**src/rtl/fetch_queue.sv**
```systemverilog
// fetch_queue: receiving end of fetch->decode. Buffers fetched instructions and their
// prediction metadata in a small FIFO, back-pressures fetch with freeze and presents
// the head to decode with valid/ready. The head is predecoded for JAL so that a JAL
// that fetch did not steer to can redirect early from decode.
module fetch_queue #(
  parameter int WIDTH = 31,  // MSB of instruction/address
  parameter int INDEX = 7,   // MSB of gshare index
  parameter int DEPTH = 4,   // entries, power of two
  parameter int PTR   = 1    // MSB of pointers, log2(DEPTH)-1
) (
  input  logic             clk,
  input  logic             globalResetN,
  input  logic             flush,
  input  logic [WIDTH:0]   instr,
  input  logic [WIDTH:0]   instrPC,
  input  logic [WIDTH:0]   predictedPCF,
  input  logic [INDEX:0]   GHRIndex,
  input  logic [1:0]       PHTState,
  input  logic             redirect,
  output logic             freeze,
  output logic             outValid,
  input  logic             outReady,
  output logic [WIDTH:0]   outInstr,
  output logic [WIDTH:0]   outPC,
  output logic [WIDTH:0]   outPredictedPC,
  output logic [INDEX:0]   outGHRIndex,
  output logic [1:0]       outPHTState,
  output logic             outRedirect,
  output logic             isJAL,
  output logic [WIDTH:0]   validAddress,
  output logic [WIDTH:0]   decodePC,
  output logic             earlyMisdirect
);

  typedef struct packed {
    logic [WIDTH:0] instr;
    logic [WIDTH:0] pc;
    logic [WIDTH:0] ppc;
    logic [INDEX:0] ghr;
    logic [1:0]     pht;
    logic           redir;
  } entry_t;

  localparam logic [6:0]     OP_JAL = 7'b1101111;
  localparam logic [PTR+1:0] FULL   = (PTR+2)'(DEPTH);
  localparam logic [PTR:0]   P_ONE  = (PTR+1)'(1);
  localparam logic [PTR+1:0] C_ONE  = (PTR+2)'(1);

  entry_t         mem_q [DEPTH];
  logic [PTR:0]   rd_ptr_q, rd_ptr_d;
  logic [PTR:0]   wr_ptr_q, wr_ptr_d;
  logic [PTR+1:0] count_q, count_d;

  entry_t         head, in_entry;
  logic [WIDTH:0] jimm;
  logic           enq, deq, wr_en, mis_jal;

  // Freeze looks at occupancy only, so a dequeue never opens a same-cycle slot.
  assign freeze   = (count_q == FULL);
  assign outValid = (count_q != '0);
  assign enq      = !freeze && (instr != '0);
  assign deq      = outValid && outReady;

  assign in_entry = '{instr: instr, pc: instrPC, ppc: predictedPCF,
                      ghr: GHRIndex, pht: PHTState, redir: redirect};

  // Head read; forced to zero when empty so stale storage never leaks to decode.
  always_comb begin
    head = '0;
    if (outValid) head = mem_q[rd_ptr_q];
  end

  assign outInstr       = head.instr;
  assign outPC          = head.pc;
  assign outPredictedPC = head.ppc;
  assign outGHRIndex    = head.ghr;
  assign outPHTState    = head.pht;
  assign outRedirect    = head.redir;
  assign decodePC       = head.pc;

  // JAL predecode: J-type immediate, target relative to the head PC.
  assign jimm = {{(WIDTH-19){head.instr[WIDTH]}}, head.instr[19:12], head.instr[20],
                 head.instr[30:21], 1'b0};
  assign validAddress = head.pc + jimm;
  assign isJAL        = outValid && (head.instr[6:0] == OP_JAL);

  // Fetch got it right only if it redirected and to exactly the JAL target.
  assign mis_jal        = !head.redir || (head.ppc != validAddress);
  assign earlyMisdirect = globalResetN && !flush && deq && isJAL && mis_jal;

  // A write only lands when neither flush nor an early redirect discards it.
  assign wr_en = enq && !flush && !earlyMisdirect;

  // Next-state pointers and occupancy with flush > early redirect > enq/deq.
  always_comb begin
    rd_ptr_d = rd_ptr_q;
    wr_ptr_d = wr_ptr_q;
    count_d  = count_q;
    if (flush || earlyMisdirect) begin
      rd_ptr_d = '0;
      wr_ptr_d = '0;
      count_d  = '0;
    end else begin
      if (enq) wr_ptr_d = wr_ptr_q + P_ONE;
      if (deq) rd_ptr_d = rd_ptr_q + P_ONE;
      case ({enq, deq})
        2'b10:   count_d = count_q + C_ONE;
        2'b01:   count_d = count_q - C_ONE;
        default: count_d = count_q;
      endcase
    end
  end

  // State update; reset also clears storage so every head field reads zero.
  always_ff @(posedge clk) begin
    if (!globalResetN) begin
      rd_ptr_q <= '0;
      wr_ptr_q <= '0;
      count_q  <= '0;
      for (int i = 0; i < DEPTH; i++) mem_q[i] <= '0;
    end else begin
      rd_ptr_q <= rd_ptr_d;
      wr_ptr_q <= wr_ptr_d;
      count_q  <= count_d;
      if (wr_en) mem_q[wr_ptr_q] <= in_entry;
    end
  end

endmodule
```
**config.mk**
```make
export PLATFORM = sky130hd
export DESIGN_NAME = fetch_queue
export DESIGN_NICKNAME = d
export VERILOG_FILES = /design/src/rtl/fetch_queue.sv
export SDC_FILE = /design/constraint.sdc
export NUM_CORES = 1
export LEC_CHECK = 0
export ABC_CLOCK_PERIOD_IN_PS = 23700
export CAP_MARGIN = 20
export CORE_MARGIN = 1.5
export CORE_UTILIZATION = 55
export CTS_BUF_LIST = sky130_fd_sc_hd__clkbuf_8 sky130_fd_sc_hd__clkbuf_16
export CTS_CLUSTER_SIZE = 16
export DETAILED_ROUTE_END_ITERATION = 10
export GPL_ROUTABILITY_DRIVEN = 0
export PLACE_DENSITY = 0.89
export SLEW_MARGIN = 20
export SYNTH_ARGS = -nofsm -noshare
export SYNTH_HDL_FRONTEND = slang
export SYNTH_SLANG_ARGS = --single-unit
```
**constraint.sdc**
```tcl
create_clock -name clk -period 23.7 [get_ports clk]
set_input_delay 2.37 -clock clk [delete_from_list [all_inputs] [get_ports clk]]
set_output_delay 2.37 -clock clk [all_outputs]
set_load 0.01 [all_outputs]
```
==> impl_metrics.json <==
{
  "ys.warnings.count": 0,
  "num-nets-final": 2182,
  "ys_dominant_reg_cell": "sky130_fd_sc_hd__edfxtp_1",
  "synth_fp_nets": 2058,
  "clock_latency_ps": 560,
  "drt_drc_violations_left": 0,
  "floorplan.initialDensity": 0.556,
  "worst_ep_required_time_ps": 21330,
  "placeable_core_region_um2": 44100,
  "detailedRoute.firstPassIterationCount": 5,
  "critical-path-top-delay-family": "simple AND/OR/NAND/NOR gates",
  "area.sequential_um2": 13000,
  "post-cts-setup-buffer-count": 0,
  "min_period_over_period": 0.416,
  "gr-total-overflow": 0,
  "fillers": 3117,
  "min_period_ps": 9860,
  "critical_path.max_stage_delay_ps": 890,
  "power_leakage_nw": 9.91,
  "critical_path.endpoint_type": "output pin",
  "ios": 286,
  "final_area_um2": 28600,
  "slowest_stage": "sky130_fd_sc_hd__dfxtp_4",
  "skew_ps": 18.3,
  "slew-limit-headroom": 0.237,
  "drtAntennaViolNets": 0,
  "multi_input_logic_area_um2": 10300,
  "mappedNetlistArea_um2": 24500,
  "wl_per_cell_um": 27.2,
  "report.final.setup_viol": 0,
  "postPlaceCellArea_um2": 27200,
  "cts-root-buf": "sky130_fd_sc_hd__clkbuf_16",
  "grt_antenna_before_repair": 8,
  "totalWireLength_um": 72500,
  "cts-hold-fix-buffers": 0,
  "synth_largest_area_cell": "sky130_fd_sc_hd__edfxtp_1",
  "power_density_nw_per_um2": 64.4,
  "achievable-frequency_mhz": 101,
  "hold_path.class": "reg -> reg",
  "floorplan.die_area_um2": 45900,
  "number_of_global_route_vias_before_repair": 17500,
  "cp.buffers_inverters": 3,
  "route.vias.total": 17800,
  "mostFrequentLayoutCells": "sky130_fd_sc_hd__edfxtp_1 (428), sky130_fd_sc_hd__clkdlybuf4s50_1 (285), sky130_fd_sc_hd__nand2_1 (255), sky130_fd_sc_hd__nor4_2 (166), sky130_fd_sc_hd__nor3_1 (124)",
  "synth_sequential_area_ratio": 0.531,
  "detail_route.iter0.violations": 2828,
  "vias_per_cell": 6.69,
  "cap_violations": 0,
  "run_status": "completed",
  "global_route.usage.total": 0.309,
  "pin_count_of_the_biggest_net_entering_global_routing": 167,
  "mostFrequentLayoutCell": "sky130_fd_sc_hd__edfxtp_1",
  "chipHeight_um": 214,
  "cts_max_path_buffers": 3,
  "grt_first_pass_wirelength_um": 108000,
  "cts_max_level": 2,
  "synth_top_area_frac": 0.524,
  "die_w_um": 214,
  "netlist-cell-type-count": 68,
  "cts_tree": "yes",
  "num_rows": 77,
  "clkSlewWorstSetupHoldPaths_ps": 60,
  "timing.critical_path.arrival_ps": 7490,
  "crit_chain": "buf_4 > mux4_2 > and2_1 > ha_1 > nand4_2 > nor3_1 > a21boi_0 > nor4_1 > nor3_1 > xor2_1 > or4_1 > nor4_1 > a41oi_4 > buf_4 > clkdlybuf4s50_1",
  "buffer_ports.inserted": 285,
  "timing.critical_path.fanout_max": 55,
  "max-vdd-ir-drop_v": 0.0000443,
  "synth_async_sr_flop_share": 0,
  "fin_tns_setup_ps": 0,
  "reg2reg_slack_ps": 14360,
  "area_contributors_post_synth": "sky130_fd_sc_hd__edfxtp_1 (52%), sky130_fd_sc_hd__mux4_2 (9.6%), sky130_fd_sc_hd__nor4_2 (8.5%)",
  "number_of_synthesized_flops_with_an_enable_pin": 428,
  "grt_setup_unrepaired": "false",
  "worstHoldStart": "wr_ptr_q[0]",
  "hold_violation_count_in_the_final_report": 0,
  "dp_hpwl_um": 45000,
  "post_synth_inst_count": 1914,
  "worst-setup-path-type": "reg -> out",
  "synth_area_per_cell_um2": 12.8,
  "timing_worst_slew_pin_value_ps": 1140,
  "timing.critical_path.from_type": "flip-flop",
  "post_cts_resized": 0,
  "cts_buffers": 42,
  "area_growth_pct": 16.7,
  "clock-sinks": 437,
  "timing.final.max_slew_violations": 0,
  "proportion_of_layout_cells_with_a_drive_suffix_above_1": 0.186,
  "yosys_register_bits": 437
}
-- worst register-to-register path: cells and delay by family (launching register included) --
kind	cells	cell delay (ps)
adder cells (fa/ha/maj)	1	500
multiplexers	1	480
AND/OR/NAND/NOR	7	2550
buffers and inverters	4	2670
AO/OA/AOI/OAI	3	1630
flip-flops	1	890
XOR/XNOR	1	140
-- cell usage after synthesis, types with 3 or more instances --
| master | number |
|---|---|
| sky130_fd_sc_hd__mux2_2 | 4 |
| sky130_fd_sc_hd__o211ai_1 | 7 |
| sky130_fd_sc_hd__nand3_1 | 6 |
| sky130_fd_sc_hd__xnor2_1 | 32 |
| sky130_fd_sc_hd__edfxtp_1 | 428 |
| sky130_fd_sc_hd__dfxtp_1 | 9 |
| sky130_fd_sc_hd__xor2_1 | 23 |
| sky130_fd_sc_hd__a21oi_1 | 37 |
| sky130_fd_sc_hd__a211o_1 | 3 |
| sky130_fd_sc_hd__clkbuf_1 | 131 |
| sky130_fd_sc_hd__o41ai_1 | 4 |
| sky130_fd_sc_hd__buf_4 | 35 |
| sky130_fd_sc_hd__and3_1 | 3 |
| sky130_fd_sc_hd__and2_1 | 107 |
| sky130_fd_sc_hd__o21ai_0 | 20 |
| sky130_fd_sc_hd__buf_2 | 36 |
| sky130_fd_sc_hd__nand2_1 | 256 |
| sky130_fd_sc_hd__ha_1 | 31 |
| sky130_fd_sc_hd__nand4_1 | 17 |
| sky130_fd_sc_hd__mux4_2 | 105 |
| sky130_fd_sc_hd__buf_1 | 13 |
| sky130_fd_sc_hd__nand2b_1 | 3 |
| sky130_fd_sc_hd__a21o_1 | 6 |
| sky130_fd_sc_hd__a31oi_1 | 3 |
| sky130_fd_sc_hd__xnor3_1 | 4 |
| sky130_fd_sc_hd__buf_6 | 20 |
| sky130_fd_sc_hd__a211oi_1 | 3 |
| sky130_fd_sc_hd__inv_1 | 21 |
| sky130_fd_sc_hd__nor3_1 | 124 |
| sky130_fd_sc_hd__nor3b_1 | 107 |
| sky130_fd_sc_hd__a31o_2 | 3 |
| sky130_fd_sc_hd__or3_1 | 6 |
| sky130_fd_sc_hd__nor4_2 | 166 |
| sky130_fd_sc_hd__o21a_1 | 6 |
| sky130_fd_sc_hd__a21oi_2 | 3 |
| sky130_fd_sc_hd__nor2_1 | 29 |
| sky130_fd_sc_hd__nor4_1 | 60 |
-- registers in the layout (all words and copies together) (netlist names), named ones only --
signal / cells
mem_q: 428
wr_ptr_q: 2
count_q: 3
rd_ptr_q: 2
-- kinds of logic (layout without fill, tap and decap cells) --
family / after synthesis / after routing / share of synthesized area
flip-flops: 437 / 437 / 0.531
AND/OR/NAND/NOR: 894 / 894 / 0.241
AO/OA/AOI/OAI: 122 / 122 / 0.0334
XOR/XNOR: 61 / 61 / 0.0253
buffers and inverters: 256 / 411 / 0.0525
adder cells (fa/ha/maj): 33 / 33 / 0.0174
other: 0 / 5 / 0
multiplexers: 111 / 111 / 0.0991
-- per-stage QoR --
stage               total power [W]  utilization  cells  setup WS (ps)  hold WS (ps)
finish                      0.00184        0.649   2666          13840           552
global route                0.00189        0.649   2666          13510           582
CTS                         0.00184        0.647   2659          14000           554
detailed placement          0.00119        0.617   2584          14580           537
global placement            0.00118        0.617   2584          14730           508
floorplan                   0.00109            -   1914           5910           453
-- power breakdown --
group          internal [W]  switching [W]
Clock              0.000376       0.000281
Combinational      0.000115       0.000163
Sequential         0.000895      0.0000132
Total               0.00139       0.000458
-- worst paths after layout --
path | endpoint | depth (start not counted)
max reg2reg | mem_q[0][57] | 17
min reg2reg | wr_ptr_q[0] | 2
max | earlyMisdirect | 15
min | wr_ptr_q[0] | 2
-- routing by layer --
layer | vias up | share of wire | global-route usage
li1 | 7551 | - | -
met4 | 0 | 0.046 | 0.138
met3 | 186 | 0.13 | 0.0786
met2 | 1329 | 0.47 | 0.483
met5 | - | 0 | 0
met1 | 8772 | 0.36 | 0.410
-- layout make-up --
class / instances / share of cell area
clock inverters: 29 / 0.00686
multi-input cells: 1221 / 0.360
diodes: 5 / 0.000437
repair buffers: 315 / 0.109
well taps: 592 / 0.0259
clock buffers: 46 / 0.0398
flip-flops and latches: 437 / 0.456
inverters: 21 / 0.00284
Power figures use the tool's default switching activity.
